--- config.mk ---
export PLATFORM = sky130hd
export DESIGN_NAME = ddr_rw_arbiter_lsram_fifo_ctrl
export DESIGN_NICKNAME = d
export VERILOG_FILES = /design/src/rtl/ddr_rw_arbiter_pkg.sv /design/src/rtl/ddr_rw_arbiter_out_skid2.sv /design/src/rtl/ddr_rw_arbiter_lsram_fifo_ctrl.sv
export SDC_FILE = /design/constraint.sdc
export NUM_CORES = 1
export LEC_CHECK = 0
export CAP_MARGIN = 5
export CORE_MARGIN = 4
export CORE_UTILIZATION = 43
export CTS_CLUSTER_SIZE = 25
export DETAILED_ROUTE_END_ITERATION = 10
export PLACE_DENSITY_LB_ADDON = 0.08
export SLEW_MARGIN = 20
export SYNTH_ARGS = -nofsm -noshare
export SYNTH_HDL_FRONTEND = slang
export SYNTH_HIERARCHICAL = 1
export SYNTH_SLANG_ARGS = --single-unit
--- constraint.sdc ---
create_clock -name CLK -period 3.6 [get_ports CLK]
set_input_delay 0.72 -clock CLK [delete_from_list [all_inputs] [get_ports CLK]]
set_output_delay 0.72 -clock CLK [all_outputs]
set_load 0.02 [all_outputs]
--- src/rtl/ddr_rw_arbiter_pkg.sv ---
// Shared constants and sizing helpers for the DDR arbiter LSRAM FIFO controller.
package ddr_rw_arbiter_pkg;

   localparam int unsigned DEF_DATA_WIDTH  = 32;
   localparam int unsigned DEF_ADDR_WIDTH  = 7;
   localparam int unsigned RAM_DEPTH       = 2 ** DEF_ADDR_WIDTH;
   localparam int unsigned DEF_AFULL_LEVEL = RAM_DEPTH - 8;

   function automatic int unsigned ram_depth(input int unsigned addr_w);
      return 2 ** addr_w;
   endfunction

   // RAM words plus one in-flight read plus two output-buffer entries.
   function automatic int unsigned count_width(input int unsigned addr_w);
      return $clog2(ram_depth(addr_w) + 3);
   endfunction

endpackage

--- src/rtl/ddr_rw_arbiter_out_skid2.sv ---
// Two-entry first-word-fall-through output buffer (head + skid) fed by RAM read data.
module ddr_rw_arbiter_out_skid2
   import ddr_rw_arbiter_pkg::*;
#(
   parameter int unsigned DATA_WIDTH = DEF_DATA_WIDTH
) (
   input  logic                  clk_i,
   input  logic                  rst_i,
   input  logic                  push_i,
   input  logic [DATA_WIDTH-1:0] push_data_i,
   input  logic                  pop_i,
   output logic                  head_valid_o,
   output logic [DATA_WIDTH-1:0] head_data_o,
   output logic [1:0]            buf_cnt_o
);

   logic                  head_valid_q, head_valid_d;
   logic                  skid_valid_q, skid_valid_d;
   logic [DATA_WIDTH-1:0] head_data_q, head_data_d;
   logic [DATA_WIDTH-1:0] skid_data_q, skid_data_d;

   always_comb begin
      head_valid_d = head_valid_q;
      head_data_d  = head_data_q;
      skid_valid_d = skid_valid_q;
      skid_data_d  = skid_data_q;
      if (pop_i) begin
         head_valid_d = skid_valid_q;
         head_data_d  = skid_data_q;
         skid_valid_d = 1'b0;
      end
      // Push lands in the first entry still free after this cycle's pop.
      if (push_i) begin
         if (!head_valid_d) begin
            head_valid_d = 1'b1;
            head_data_d  = push_data_i;
         end else begin
            skid_valid_d = 1'b1;
            skid_data_d  = push_data_i;
         end
      end
   end

   always_ff @(posedge clk_i) begin
      if (rst_i) begin
         head_valid_q <= 1'b0;
         skid_valid_q <= 1'b0;
         head_data_q  <= '0;
         skid_data_q  <= '0;
      end else begin
         head_valid_q <= head_valid_d;
         skid_valid_q <= skid_valid_d;
         head_data_q  <= head_data_d;
         skid_data_q  <= skid_data_d;
      end
   end

   assign head_valid_o = head_valid_q;
   assign head_data_o  = head_data_q;
   assign buf_cnt_o    = {1'b0, head_valid_q} + {1'b0, skid_valid_q};

endmodule

--- src/rtl/ddr_rw_arbiter_lsram_fifo_ctrl.sv ---
// FIFO controller in front of an external LSRAM: valid/ready write stream in,
// FWFT valid/ready read stream out, sustaining one word per cycle each way.
module ddr_rw_arbiter_lsram_fifo_ctrl
   import ddr_rw_arbiter_pkg::*;
#(
   parameter int unsigned DATA_WIDTH  = DEF_DATA_WIDTH,
   parameter int unsigned ADDR_WIDTH  = DEF_ADDR_WIDTH,
   parameter int unsigned AFULL_LEVEL = DEF_AFULL_LEVEL
) (
   input  logic                  CLK,
   input  logic                  RST,
   input  logic                  WR_VALID,
   input  logic [DATA_WIDTH-1:0] WR_DATA,
   output logic                  WR_READY,
   output logic                  RD_VALID,
   output logic [DATA_WIDTH-1:0] RD_DATA,
   input  logic                  RD_READY,
   output logic [ADDR_WIDTH+1:0] COUNT,
   output logic                  ALMOST_FULL,
   output logic [DATA_WIDTH-1:0] RAM_W_DATA,
   output logic [ADDR_WIDTH-1:0] RAM_W_ADDR,
   output logic                  RAM_W_EN,
   output logic [ADDR_WIDTH-1:0] RAM_R_ADDR,
   output logic                  RAM_R_EN,
   input  logic [DATA_WIDTH-1:0] RAM_R_DATA
);

   localparam int unsigned RamDepth = ram_depth(ADDR_WIDTH);
   localparam int unsigned CntW     = count_width(ADDR_WIDTH);

   logic [ADDR_WIDTH-1:0] wptr_q, wptr_d;
   logic [ADDR_WIDTH-1:0] rptr_q, rptr_d;
   logic [ADDR_WIDTH:0]   ram_cnt_q, ram_cnt_d;
   logic                  rd_pend_q, rd_pend_d;
   logic [CntW-1:0]       count_q, count_d;
   logic                  afull_q, afull_d;

   logic                  wr_fire, rd_fire, rd_issue, ram_full;
   logic [1:0]            buf_cnt;
   logic [2:0]            occ;
   logic                  head_valid;
   logic [DATA_WIDTH-1:0] head_data;

   assign ram_full = (ram_cnt_q == (ADDR_WIDTH+1)'(RamDepth));
   assign WR_READY = ~ram_full & ~RST;
   assign wr_fire  = WR_VALID & WR_READY;
   assign rd_fire  = head_valid & RD_READY;

   // Buffer slots already spoken for once this cycle's pop is applied.
   assign occ      = {1'b0, buf_cnt} + {2'b00, rd_pend_q} - {2'b00, rd_fire};
   // ram_cnt_q excludes this cycle's write, so a read never hits the write address.
   assign rd_issue = (ram_cnt_q != '0) && (occ < 3'd2) && !RST;

   always_comb begin
      wptr_d    = wptr_q + ADDR_WIDTH'(wr_fire);
      rptr_d    = rptr_q + ADDR_WIDTH'(rd_issue);
      ram_cnt_d = ram_cnt_q + (ADDR_WIDTH+1)'(wr_fire) - (ADDR_WIDTH+1)'(rd_issue);
      rd_pend_d = rd_issue;
      count_d   = count_q + CntW'(wr_fire) - CntW'(rd_fire);
      afull_d   = (32'(count_d) >= AFULL_LEVEL);
   end

   always_ff @(posedge CLK) begin
      if (RST) begin
         wptr_q    <= '0;
         rptr_q    <= '0;
         ram_cnt_q <= '0;
         rd_pend_q <= 1'b0;
         count_q   <= '0;
         afull_q   <= 1'b0;
      end else begin
         wptr_q    <= wptr_d;
         rptr_q    <= rptr_d;
         ram_cnt_q <= ram_cnt_d;
         rd_pend_q <= rd_pend_d;
         count_q   <= count_d;
         afull_q   <= afull_d;
      end
   end

   ddr_rw_arbiter_out_skid2 #(
      .DATA_WIDTH (DATA_WIDTH)
   ) u_out_skid2 (
      .clk_i        (CLK),
      .rst_i        (RST),
      .push_i       (rd_pend_q),
      .push_data_i  (RAM_R_DATA),
      .pop_i        (rd_fire),
      .head_valid_o (head_valid),
      .head_data_o  (head_data),
      .buf_cnt_o    (buf_cnt)
   );

   assign RAM_W_EN    = wr_fire;
   assign RAM_W_ADDR  = wptr_q;
   assign RAM_W_DATA  = WR_DATA;
   assign RAM_R_EN    = rd_issue;
   assign RAM_R_ADDR  = rptr_q;
   assign RD_VALID    = head_valid;
   assign RD_DATA     = head_data;
   assign COUNT       = (ADDR_WIDTH+2)'(count_q);
   assign ALMOST_FULL = afull_q;

endmodule

After elaboration in Yosys (flattened, before gate mapping)

Cells that the tools add are included.
Widths: inputs -> output; s select.

Register bits: 98
Bits in latches: 0
Memory bits (writable): 0
ROM bits: 0
Input bits: 68
Output and inout bits: 92
Word-level logic and storage cells: 40
Memories kept: 0

Add/sub/neg operators: 9
Multiply operators: 0
Div/mod/pow operators: 0
Magnitude comparators: 2
Eq/ne operators: 1
Shifts and indexed selects: 0
Muxes and demuxes: 8
Bitwise operators: 5
Reductions and logical operators: 5

Operators by type and width:

| cell               | count |
|---|---|
| $mux 32            | 3 |
| $add 8x1->8        | 2 |
| $sub 8x1->8        | 2 |
| $add 7x1->7        | 2 |
| $eq 8x8->1 const B | 1 |
| $ge 8x7->1 const B | 1 |
| $reduce_bool 8->1  | 1 |
| $mux 1             | 5 |
| $add 2x1->3        | 1 |
| $and 1x1->1        | 3 |
| $lt 3x2->1 const B | 1 |
| $sub 3x1->3        | 1 |
| $add 1x1->2        | 1 |
| $logic_and 1x1->1  | 2 |
| $not 1->1          | 2 |
| $reduce_and 2->1   | 1 |
| $logic_not 1->1    | 1 |

Longest topological paths before layout

Word-level depth: 7
Gate-level depth with buffers: 18

Cells and area by module

Netlist, hierarchy kept.

Modules (own cells, without submodules):

| module                         | times used | cells an instance | area each (um^2) | seq. area each (um^2) |
|---|---|---|---|---|
| ddr_rw_arbiter_out_skid2       | 1          | 333               | 3179.3           | 1321.3 |
| ddr_rw_arbiter_lsram_fifo_ctrl | 1          | 231               | 2003.2           | 640.6 |

Worst setup path after synthesis

Ideal clock, no wire load.

Path type: input port to flip-flop
From: in RD_READY
To: reg ram_cnt_q[7]
Arrival: 3.614 ns
Required time: 3.468 ns
Path slack: -0.146 ns
Cell stages on the path: 16
Cells stage by stage: nand2_1 -> nor2_1 -> o21ai_1 -> fa_1 -> xnor2_1 -> nand3b_1 -> a21oi_1 -> ha_1 -> inv_1 -> ha_1 -> a21o_1 -> a21oi_1 -> o21bai_1 -> nor4_1 -> o21ai_0 -> nor3b_1

Longest elaborated chain between the ends: 6

RTL lines:

| what                            | line                                 | text |
|---|---|---|
| from (decl)                     | ddr_rw_arbiter_lsram_fifo_ctrl.sv:17 | `input logic RD_READY,` |
| $and 1x1->1                     | ddr_rw_arbiter_lsram_fifo_ctrl.sv:47 | `assign rd_fire = head_valid & RD_READY;` |
| $sub 3x1->3                     | ddr_rw_arbiter_lsram_fifo_ctrl.sv:50 | `assign occ = {1'b0, buf_cnt} + {2'b00, rd_pend_q} - {2'b00, rd_fire};` |
| $lt 3x2->1                      | ddr_rw_arbiter_lsram_fifo_ctrl.sv:52 | `assign rd_issue = (ram_cnt_q != '0) && (occ < 3'd2) && !RST;` |
| $logic_and 1x1->1 (2 in series) | ddr_rw_arbiter_lsram_fifo_ctrl.sv:52 |  |
| via RAM_R_EN                    | ddr_rw_arbiter_lsram_fifo_ctrl.sv:24 | `output logic RAM_R_EN,` |
| $sub 8x1->8                     | ddr_rw_arbiter_lsram_fifo_ctrl.sv:57 | `ram_cnt_d = ram_cnt_q + (ADDR_WIDTH+1)'(wr_fire) - (ADDR_WIDTH+1)'(rd_issue);` |
| to (signal assigned)            | ddr_rw_arbiter_lsram_fifo_ctrl.sv:74 | `ram_cnt_q <= ram_cnt_d;` |
| to (decl)                       | ddr_rw_arbiter_lsram_fifo_ctrl.sv:33 | `logic [ADDR_WIDTH:0] ram_cnt_q, ram_cnt_d;` |

The timed path passes the listed nets, and every way through them passes these cells.
A chain may end at the register's enable or synchronous reset.

Worst setup path in the final report

From: reg u_out_skid2.skid_valid_q
To: out RAM_R_EN

Longest elaborated chain between the ends: 6

RTL lines:

| what                            | line                                 | text |
|---|---|---|
| from (decl)                     | ddr_rw_arbiter_out_skid2.sv:18       | `logic skid_valid_q, skid_valid_d;` |
| from (signal assigned)          | ddr_rw_arbiter_out_skid2.sv:52       | `skid_valid_q <= skid_valid_d;` |
| $add 1x1->2                     | ddr_rw_arbiter_out_skid2.sv:60       | `assign buf_cnt_o = {1'b0, head_valid_q} + {1'b0, skid_valid_q};` |
| via buf_cnt[0]                  | ddr_rw_arbiter_lsram_fifo_ctrl.sv:39 | `logic [1:0] buf_cnt;` |
| $add 2x1->3                     | ddr_rw_arbiter_lsram_fifo_ctrl.sv:50 |  |
| $sub 3x1->3                     | ddr_rw_arbiter_lsram_fifo_ctrl.sv:50 |  |
| $lt 3x2->1                      | ddr_rw_arbiter_lsram_fifo_ctrl.sv:52 |  |
| $logic_and 1x1->1 (2 in series) | ddr_rw_arbiter_lsram_fifo_ctrl.sv:52 |  |
| to (decl)                       | ddr_rw_arbiter_lsram_fifo_ctrl.sv:24 |  |

The timed path passes the listed nets, and every way through them passes these cells.

==> results.md <==
Clocking:
- TritonCTS created 9 clock buffers.
- The TritonCTS clock tree is done.
- The root cell of the clock tree is sky130_fd_sc_hd__clkbuf_16.
- The H-tree depth is 3.
- The quantity of hold-fixing buffers added after cts is 0.
- The buffer levels on the longest clock path is 2.
- The clock net in this run drives a total of roughly 100 sinks.
- Clock-pin slew was measured on the worst setup and hold paths at 0.06 ns.
- For the worst-skew pair, the clock arrives at the later sink with an insertion delay of around 0.34 ns.

Floorplan:
- In this run the vertical extent of the chip is about 120 um.
- The area enclosed by the die boundary is around 0.014 mm2.
- The region available for standard cell placement spans between 0.01 and 0.015 mm2.
- The number of rows in the core area is 39.
- The I/O pin count is 160.
- The floorplan step set the die width to roughly 120 um.
- Once the floorplan was initialized, standard cells occupied roughly 45% of the core.

Timing:
- Clock skew on the completed layout was measured at approximately 0.0073 ns.
- Setup repair after global routing left no endpoint under its margin.
- After routing, the total negative slack on setup checks comes to 0 ns.
- Based on the critical path, the design can be clocked at up to between 300 and 400 MHz.
- After layout, the minimum clock period comes to 3.33 ns.
- The worst-case hold slack is around 0.49 ns.
- Dividing the final minimum period by the clock period gives between 90 and 100%.
- The normalized max-slew margin is between 40 and 50%.
- The number of hold violations in the final report is 0.
- The actual slew at the worst max-slew pin is slightly below 0.8 ns.
- The final count of pins violating max slew was 0.
- Setup violations remaining at the end of the flow were counted as 0.

Setup path:
- The class of the most critical setup path is reg -> out.
- The critical path starts at u_out_skid2/skid_valid_q$_SDFF_PP0_.
- The startpoint identified for the worst register-to-register timing path is u_out_skid2/skid_valid_q$_SDFF_PP0_.
- STA classifies the critical path endpoint as a primary output.
- The critical path endpoint is RAM_R_EN.
- The kind of start point of the critical path is a register.
- The maximum net fanout on the critical path is 3.
- The depth of the worst register-to-register path is 18.
- Setup slack on the worst reg-to-reg path comes out at 0.28 ns.
- The data arrival time of the worst path is roughly 2.6 ns.
- STA puts the critical path data required time at ~2.9 ns.
- The reg-to-reg endpoint is ram_cnt_q[6]$_SDFF_PP0_.

Final layout:
- The sequential cells in the finished layout cover a total of slightly below 0.002 mm2.
- The net count of the finished layout is 713.
- The share of final-layout standard cells stronger than drive strength 1 is a little under an eighth.
- In the final layout, the multi-input gates occupy about 0.0027 mm2.
- The number of diodes is 0.
- Compared with the post-synthesis result, the final layout area differs by 22.5%.
- The number of filler cells placed in the layout is approximately 1.0k.
- The final non-filler cell total is ~770.

Hold path:
- The min-delay analysis places its worst path in the category reg -> reg.
- The instance count along the most critical hold path is 2.

Drt:
- In the routed layout, each cell is associated on average with a via count of about 5.3.
- The total wire length is 12,200 um.
- In the routed design, unresolved DRC markers number 0.
- The vias after detailed routing is between 4k and 5k.
- The count of nets left with antenna violations after detail routing is 0.
- The violation count after the first detailed-route iteration is between 150 and 200.
- The average routed wire per standard cell is ~16 um.
- The first detailed-routing pass ran for 4 iterations.

Logic synthesis:
- The combined area of all synthesized cells is roughly 0.0052 mm2.
- Summing the sequential cell areas from Yosys gives between 30% and 40% of the chip area.
- The unique cell type count in the Yosys netlist is a little over 40.
- When the netlist entered floorplanning its net count stood at between 600 and 700.
- The average size of a mapped cell is 9.19 um2.
- The number of warnings reported in the yosys synthesis log is 6.
- The count of mapped cells out of synthesis is ~560.
- Synthesis inferred 98 register bits.

Global routing:
- The number of global-route vias before repair is just over 4k.
- The first global-routing pass estimated between 20,000 and 25,000 um of wire.
- The maximum number of pins on one net before global-route repair is 73.
- The global route total overflow is 0.
- In the global route stage, overall resource usage came out at 17.6%.
- The initial antenna violation count is 0.

Power and ir drop:
- IR analysis of the VDD net gives a maximum drop of around 0.46 mV.
- For this design the ratio of total power to cell area is about 730 mW/mm2.
- In this run the static leakage power is ~0.0023 uW.
- After layout, the design draws a total of 4660 uW.

Placement:
- Counting tap cells, the placed design contains a total of 747 instances.
- The wire-length estimate of the detail-placed layout is 7880 um.
- The weighted congestion at the end of routability-driven global placement is between 0.7 and 0.8.
- The quantity of I/O buffers inserted on ports is 94.

Run status:
- The run finished with clean final reports.

Run:
- The number of violations of the max-capacitance limit is 0.
-- Yosys cell counts, drive strengths merged --
cell / instances / share of area [%]
a2bb2oi: 1 / 0.17
xnor2: 8 / 1.4
nand2: 8 / 0.63
or3: 3 / 0.36
nand2b: 34 / 4.1
a311o: 1 / 0.19
xor2: 9 / 1.5
ha: 24 / 5.8
nor3b: 2 / 0.29
o21bai: 35 / 5.1
inv: 22 / 1.6
o21ai: 71 / 6.9
or2: 1 / 0.12
nor3: 7 / 0.68
nand4bb: 1 / 0.22
fa: 3 / 1.2
a21oi: 14 / 1.4
and2: 2 / 0.24
nand3b: 1 / 0.14
a211oi: 32 / 6.3
nand3: 6 / 0.58
dfxtp: 98 / 38
o22ai: 1 / 0.24
nor4: 1 / 0.12
buf: 55 / 7.4
clkbuf: 17 / 1.2
nor2b: 44 / 5.3
mux2i: 33 / 6.6
a31oi: 2 / 0.24
nor2: 23 / 1.7
conb: 1 / 0.072
o21a: 1 / 0.14
and3: 1 / 0.12
a21o: 2 / 0.29
-- metal layers --
layer,share of wire [%],track usage (%)
met5,0,0
met3,4.0,4.81
met4,1.6,4.03
met2,47,29.5
met1,47,22.6
-- cell type report --
type                    count  area share [%]
clock inverters             2           0.197
well taps                 143            2.82
clock buffers              13            4.10
multi-input cells         372            43.2
repair buffers            115            17.5
flip-flops and latches     98            30.9
inverters                  22            1.30
-- critical path, cell delays in order (launching register included) --
cell and delay, ns:
sky130_fd_sc_hd__dfxtp_1 0.35, sky130_fd_sc_hd__ha_1 0.35, sky130_fd_sc_hd__and2_4 0.16, sky130_fd_sc_hd__o21ai_2 0.06
sky130_fd_sc_hd__fa_2 0.53, sky130_fd_sc_hd__nand3b_1 0.11, sky130_fd_sc_hd__a21oi_2 0.15, sky130_fd_sc_hd__buf_4 0.13
sky130_fd_sc_hd__buf_4 0.10, sky130_fd_sc_hd__dlygate4sd2_1 0.32
-- where the power goes --
part           internal [uW]  switching (uW)  leakage, uW  total, uW
Combinational           1030            1280      0.00136       2310
Sequential              1320             137     0.000801       1460
Clock                    502             391     0.000132        893
-- how the worst min path moves through the flow --
stage / startpoint / endpoint / slack (ns)
3_3_place_gp: RAM_W_ADDR[6]$_SDFF_PP0_ / RAM_W_ADDR[6]$_SDFF_PP0_ / 0.47
5_1_grt: RAM_W_ADDR[6]$_SDFF_PP0_ / RAM_W_ADDR[6]$_SDFF_PP0_ / 0.55
4_1_cts: RAM_W_ADDR[6]$_SDFF_PP0_ / RAM_W_ADDR[6]$_SDFF_PP0_ / 0.49
6_report: RAM_W_ADDR[6]$_SDFF_PP0_ / RAM_W_ADDR[6]$_SDFF_PP0_ / 0.49
2_1_floorplan: u_out_skid2/skid_valid_q$_SDFF_PP0_ / u_out_skid2/skid_valid_q$_SDFF_PP0_ / 0.50
3_5_place_dp: RAM_W_ADDR[6]$_SDFF_PP0_ / RAM_W_ADDR[6]$_SDFF_PP0_ / 0.48
-- metrics by stage --
stage	utilization, %	worst slack [ns]	area, um2
2_1_floorplan	-	0.0337	5190
6_report	54.7	0.272	6350
3_5_place_dp	51.7	-0.358	6010
5_1_grt	54.7	0.0505	6350
3_3_place_gp	51.7	-0.242	6010
4_1_cts	54.1	0.00434	6280
-- timing repair --
action / 4_1_cts / 5_1_grt
gates resized for setup: 1 / 15
gates cloned: 0 / 0
setup endpoints to repair: 1 / 5
pin swaps: 0 / 11
setup buffers: 0 / 3
-- kinds of logic (layout without fill, tap and decap cells) --
kind of cell	after synthesis	count (layout)	synth area share [%]
AO/OA/AOI/OAI	160	160	20.8
AND/OR/NAND/NOR	134	134	14.6
flip-flops	98	98	37.9
buffers and inverters	94	152	10.2
multiplexers	33	33	6.62
adder cells (fa/ha/maj)	27	27	6.95
XOR/XNOR	17	17	2.87
other	1	1	0.0724
-- sequential cells by signal, indices dropped and copies added, names as in the netlist --
register,cells
u_out_skid2/skid_data_q,32
RAM_W_ADDR,7
u_out_skid2/head_data_o,32
u_out_skid2/skid_valid_q,1
ram_cnt_q,8
RAM_R_ADDR,7
ALMOST_FULL,1
u_out_skid2/head_valid_o,1
rd_pend_q,1
count_q,8
-- cells in the final DEF (no fill, tap or decap), types with 3 or more instances in the layout --
cell	instances
sky130_fd_sc_hd__o21ai_1	56
sky130_fd_sc_hd__nor2b_1	44
sky130_fd_sc_hd__nor2_1	22
sky130_fd_sc_hd__nor3_1	7
sky130_fd_sc_hd__o21bai_1	35
sky130_fd_sc_hd__a21oi_2	3
sky130_fd_sc_hd__a211oi_1	15
sky130_fd_sc_hd__a21oi_1	11
sky130_fd_sc_hd__mux2i_1	32
sky130_fd_sc_hd__nand3_1	6
sky130_fd_sc_hd__inv_2	4
sky130_fd_sc_hd__xor2_1	9
sky130_fd_sc_hd__dfxtp_1	97
sky130_fd_sc_hd__nand2_1	6
sky130_fd_sc_hd__buf_4	21
sky130_fd_sc_hd__xnor2_1	7
sky130_fd_sc_hd__ha_1	23
sky130_fd_sc_hd__clkbuf_16	9
sky130_fd_sc_hd__or3_1	3
sky130_fd_sc_hd__inv_1	18
sky130_fd_sc_hd__nand2b_1	34
sky130_fd_sc_hd__o21ai_0	14
sky130_fd_sc_hd__a211oi_2	17
sky130_fd_sc_hd__clkdlybuf4s50_1	91
Power figures use the tool's default switching activity.
==> edit 1, RTL diff (same settings) <==
Set the package constant `DEF_DATA_WIDTH` to 28 (it was 32).
--- a/src/rtl/ddr_rw_arbiter_pkg.sv
+++ b/src/rtl/ddr_rw_arbiter_pkg.sv
@@ -3,3 +3,3 @@
 
-   localparam int unsigned DEF_DATA_WIDTH  = 32;
+   localparam int unsigned DEF_DATA_WIDTH  = 28;
    localparam int unsigned DEF_ADDR_WIDTH  = 7;
Interface: changed (resized RAM_R_DATA, RAM_W_DATA, RD_DATA and WR_DATA); port bits go from 160 to 144. The function was not compared with the original's and may differ.
==> edit 1 against the unedited design <==
  * Wire length fell by 11%
  * Sequential cell count fell by 8
  * Area after synthesis fell by 8.0%
  * Power fell by 12%
  * Final area fell by 9.5%
  * Worst setup slack improved by 0.029 ns
  * Clock power fell by 24%
  * Maximum frequency rose by 0.89%
  * Sequential power fell by 8%
==> edit 1: results (changes against the unedited design) <==
Run status
  – Status: finished clean (unchanged)

Min path
  – Hold Path Class: reg -> reg (unchanged)

Yosys
  – Commonest cells in the netlist: dfxtp_1 (90), o21ai_0 (58), nor2b_1 (40), o21bai_1 (31) (was dfxtp_1 (98), o21ai_1 (57), nor2b_1 (44), o21bai_1 (35), nand2b_1 (34))
  – Top cells by area, synth: dfxtp_1 (38%), ha_1 (6.3%), o21ai_0 (6.1%) (was dfxtp_1 (38%), mux2i_1 (6.2%), ha_1 (5.8%))
  – FFs w/ async S/R, synth: 0 (unchanged)
  – Synth cell types: 42 (was 41)
  – Sequential share of the synthesized area: 0.3778 (was 0.3786)
  – Synthesized Nets: 606 (was 659)
  – Synth Instances: 519 (was 564)

Cells and area
  – Final #Nets: 655 (was 713)
  – Layout cells sized above 1: 0.09965 (was 0.1158)
  – Filler Cell Count: 1,039 (was 1,048)
  – Final non-filler cell total: 712 (was 765)

STA
  – Final Skew: 0.01372 ns (was 0.007337 ns)
  – Worst Tran Pin Value: 0.8823 ns (was 0.7910 ns)
  – Final hold viol count: 0 (unchanged)

Drt
  – DR pass1 iterations: 4 (unchanged)
  – Post-DR vias/cell: 5.208 (was 5.254)
  – DRT iter0 DRCs: 252 (was 170)
  – Detailed Route WL: 10,850 um (was 12,210 um)

Place
  – Pre-CTS WS: -0.3272 ns (was -0.3579 ns)
  – # placed instances: 696 (was 747)
  – Post-DP HPWL: 7003 um (was 7875 um)
  – IO buf count: 86 (was 94)
  – Global placement routability congestion: 0.7853 (was 0.7553)
  – Placed cell areas: 0.005499 sq mm (was 0.006006 sq mm)

GRT
  – First-pass GRT wire length: 17,680 um (was 20,520 um)
  – Largest net degree at the start of global routing: 111 (was 73)
  – Total GRT Usage: 0.1695 (was 0.1761)
  – Vias in the first global route: 3,575 (was 4,121)

Pwr
  – P_int: 2466 uW (was 2854 uW)
  – Pwr per Cell Area: 716.2 mW/mm^2 (was 734.2 mW/mm^2)
  – VDD IR max: 0.0004146 V (was 0.0004608 V)
  – Comb power frac: 0.506 (was 0.495)
  – Cell leakage power: 0.002075 uW (was 0.002289 uW)
  – P_seq: 1350 uW (was 1460 uW)

CTS
  – Clock-pin slew on the worst setup and hold paths: 0.09 ns (was 0.06 ns)
  – CTS max path bufs: 2 (unchanged)
  – Root Driver: clkbuf_8 (was clkbuf_16)
  – Clk_lat worst skew: 0.36 ns (was 0.34 ns)
  – Total CTS buffers: 9 (unchanged)

Worst setup path
  – Largest stage delay on the critical path: 0.52 ns
  – Crit path DAT: 3.55 ns (was 2.61 ns)
  – Crit Path Max Fanout: 3 (unchanged)
-- edit 1: cell types whose count changed in the layout (fill, tap and decap cells not counted), moves of 7 or more --
cell             before  now
clkdlybuf4s50_1      91   83
clkbuf_16             9    0
o21ai_0              14   58
clkbuf_8              2    9
dfxtp_1              97   89
o21ai_1              56    4
a211oi_2             17   10
-- edit 1: what timing repair did --
action	CTS	global route
buffers inserted	0	1
pin swaps	0	12
hold buffers	0	0
endpoints found under the setup margin	1	5
resized for setup	1	13
-- edit 1: final cells by class --
class / count / area [sq um] / area share
Tap cell: 140 / 175.2 / 0.03049
Clock buffer: 9 / 123.9 / 0.02156
Clock inverter: 6 / 68.82 / 0.01198
Timing Repair Buffer: 101 / 975.9 / 0.1699
Multi-Input combinational cell: 344 / 2516 / 0.4379
Sequential cell: 90 / 1803 / 0.3138
Inverter: 22 / 82.58 / 0.01437
-- edit 1: metal layers --
metal	vias to the layer above	wire (um)	GRT usage
met5	-	0	0
met4	0	162	0.06010
met1	1762	4943	0.2192
met2	90	5072	0.2713
li1	1839	-	-
met3	17	671	0.04759
-- edit 1: final timing paths --
kind	start	depth (start not counted)	end	slack, ns
hold / removal	RAM_W_ADDR[6]	2	RAM_W_ADDR[6]	0.49
setup reg to reg	u_out_skid2/skid_valid_q	17	ram_cnt_q[6]	0.30
hold reg to reg	RAM_W_ADDR[6]	2	RAM_W_ADDR[6]	0.49
setup / recovery	u_out_skid2/skid_valid_q	17	ram_cnt_q[6]	0.30
-- edit 1: kinds of logic after synthesis --
family	Yosys count	synth area share
buffers and inverters	85	0.1041
XOR/XNOR	17	0.03122
flip-flops	90	0.3778
other	1	0.0007862
AND/OR/NAND/NOR	126	0.1490
AO/OA/AOI/OAI	144	0.1981
adder cells (fa/ha/maj)	27	0.07555
multiplexers	29	0.06348
==> edit 2, RTL diff (same flow settings) <==
Without the edit above. Take the reset off `skid_data_q` and load it in a clocked block of its own.
--- a/src/rtl/ddr_rw_arbiter_out_skid2.sv
+++ b/src/rtl/ddr_rw_arbiter_out_skid2.sv
@@ -48,3 +48,2 @@
          head_data_q  <= '0;
-         skid_data_q  <= '0;
       end else begin
@@ -53,4 +52,7 @@
          head_data_q  <= head_data_d;
-         skid_data_q  <= skid_data_d;
       end
+   end
+
+   always_ff @(posedge clk_i) begin
+      skid_data_q <= skid_data_d;
    end
Function: changed (Yosys sat finds a counterexample within 10 cycles, from zero or initial values and one cycle with RST high; the reset may be asserted at any time).
==> edit 2 against the unedited design <==
  * Final area shrank 4.1%
  * Final cell count down 13%
  * Power up 12%
  * Synthesized cell count down 19%
  * Wire length shrank 14%
  * Sequential cell count unchanged
  * Worst setup slack got worse by 0.074 ns
  * Area after synthesis shrank 6.9%
  * Critical path type unchanged
==> edit 2: results (changes against the unedited design) <==
Yosys
  – Commonest cells in the netlist: dfxtp_1 (66), inv_1 (54), nor2b_1 (42), buf_4 (34) (was dfxtp_1 (98), o21ai_1 (57), nor2b_1 (44), o21bai_1 (35), nand2b_1 (34))
  – Ys Warns: 6 (unchanged)
  – FF+latch count, synth: 98 (unchanged)
  – Synthesized Nets: 552 (was 659)
  – FFs w/ async S/R, synth: 0 (unchanged)
  – Top cells by area, synth: dfxtp_1 (27%), edfxtp_1 (20%), a211oi_2 (7.8%) (was dfxtp_1 (38%), mux2i_1 (6.2%), ha_1 (5.8%))
  – Syn Area/Cell: 10.56 sq um (was 9.189 sq um)
  – Synth cell types: 41 (unchanged)
  – Ys flop type: dfxtp_1 (unchanged)
  – Sequential share of the synthesized area: 0.4729 (was 0.3786)
  – Post-synth EDFFs: 32 (was 0)

Place
  – Post-DP HPWL: 6904 um (was 7875 um)
  – Placed cell areas: 0.005697 sq mm (was 0.006006 sq mm)
  – # placed instances: 647 (was 747)
  – Global placement routability congestion: 0.7369 (was 0.7553)
  – IO buf count: 94 (unchanged)
  – Pre-CTS WS: -0.3907 ns (was -0.3579 ns)

Cells and area
  – Final #Nets: 616 (was 713)
  – Final non-filler cell total: 666 (was 765)
  – Filler Cell Count: 986 (was 1,048)
  – Antenna Cells: 0 (unchanged)
  – Layout cells sized above 1: 0.1559 (was 0.1158)

Min path
  – Hold Path Class: reg -> reg (unchanged)

Worst setup path
  – Crit Path Max Fanout: 4 (was 3)
  – Slowest cell on the critical path: fa_2 (unchanged)
  – Top Family by Delay on Critical Path: adder cells (unchanged)
  – Crit path DAT: 2.68 ns (was 2.61 ns)
  – Largest stage delay on the critical path: 0.53 ns (about the same)

Pwr
  – Cell leakage power: 0.002354 uW (was 0.002289 uW)
  – VDD IR max: 0.0003753 V (was 0.0004608 V)

GRT
  – Total GRT Usage: 0.1644 (was 0.1761)
  – Largest net degree at the start of global routing: 66 (was 73)
  – First-pass GRT wire length: 16,890 um (was 20,520 um)
  – Number of antenna violations at the first check in global routing: 0 (unchanged)

Drt
  – DRT iter0 DRCs: 195 (was 170)
  – DR pass1 iterations: 4 (unchanged)
  – Detailed Route WL: 10,490 um (was 12,210 um)
  – Via count: 3,408 (was 4,019)

STA
  – Worst rel slew slack: 0.3018 (was 0.4727)
  – Final Skew: 0.006586 ns (was 0.007337 ns)

CTS
  – Clk_lat worst skew: 0.35 ns
  – Clock-pin slew on the worst setup and hold paths: 0.07 ns
  – Root Driver: clkbuf_16 (unchanged)
  – Total CTS buffers: 9 (unchanged)
  – CTS max path bufs: 2 (unchanged)
  – H-tree depth: 3 (unchanged)

Run status
  – Status: finished clean (unchanged)
edit 2: power breakdown:
| group | internal (uW) | switching, uW |
|---|---|---|
| Clock | 604 | 405 |
| Combinational | 1240 | 1380 |
| Sequential | 1450 | 148 |
| Total | 3300 | 1930 |
edit 2: cell families after synthesis:
kind of cell,synth area share
AO/OA/AOI/OAI,0.1802
other,0.0007771
AND/OR/NAND/NOR,0.1149
multiplexers,0.002851
XOR/XNOR,0.03085
buffers and inverters,0.1229
flip-flops,0.4729
adder cells (fa/ha/maj),0.07467
edit 2: per-layer routing:
layer  wire length, um  global-route usage  vias up
met5                 0                   0        -
met4               195             0.06651        0
met3               639             0.04615       21
met2              4826              0.2510       86
met1              4828              0.2200     1626
li1                  -                   -     1675
edit 2: tightest hold or removal path: stages, from the launching register on:
cell and delay [ns]:
dfxtp_1 0.32, o21ai_0 0.07, a21oi_1 0.06
edit 2: area by class of cell:
class / instances / area, sq um / share of cell area
clock buffers: 10 / 229.0 / 0.03761
clock inverters: 6 / 81.33 / 0.01336
inverters: 55 / 206.4 / 0.03391
repair buffers: 112 / 1085 / 0.1782
flip-flops and latches: 98 / 2282 / 0.3748
multi-input cells: 245 / 2029 / 0.3333
well taps: 140 / 175.2 / 0.02877
edit 2: what timing repair did:
action,CTS,global route
pin swaps,0,14
hold buffers,0,0
resized for setup,2,16
endpoints found under the setup margin,2,5
cloned,0,0
setup buffers,0,3
edit 2: path summary, 6_finish.rpt:
kind / start / cells after the start / slack, ns / end
max: u_out_skid2/head_valid_o / 9 / 0.20 / RAM_R_EN
min: RAM_W_ADDR[6] / 2 / 0.49 / RAM_W_ADDR[6]
max reg2reg: u_out_skid2/head_valid_o / 17 / 0.24 / ram_cnt_q[6]
min reg2reg: RAM_W_ADDR[6] / 2 / 0.49 / RAM_W_ADDR[6]
edit 2: per-stage QoR:
| step | util | setup TNS [ns] |
|---|---|---|
| 2_1_floorplan | - | 0 |
| 3_3_place_gp | 0.5209 | -1.075 |
| 3_5_place_dp | 0.5209 | -1.599 |
| 4_1_cts | 0.5498 | 0 |
| 5_1_grt | 0.5568 | 0 |
| 6_report | 0.5568 | 0 |
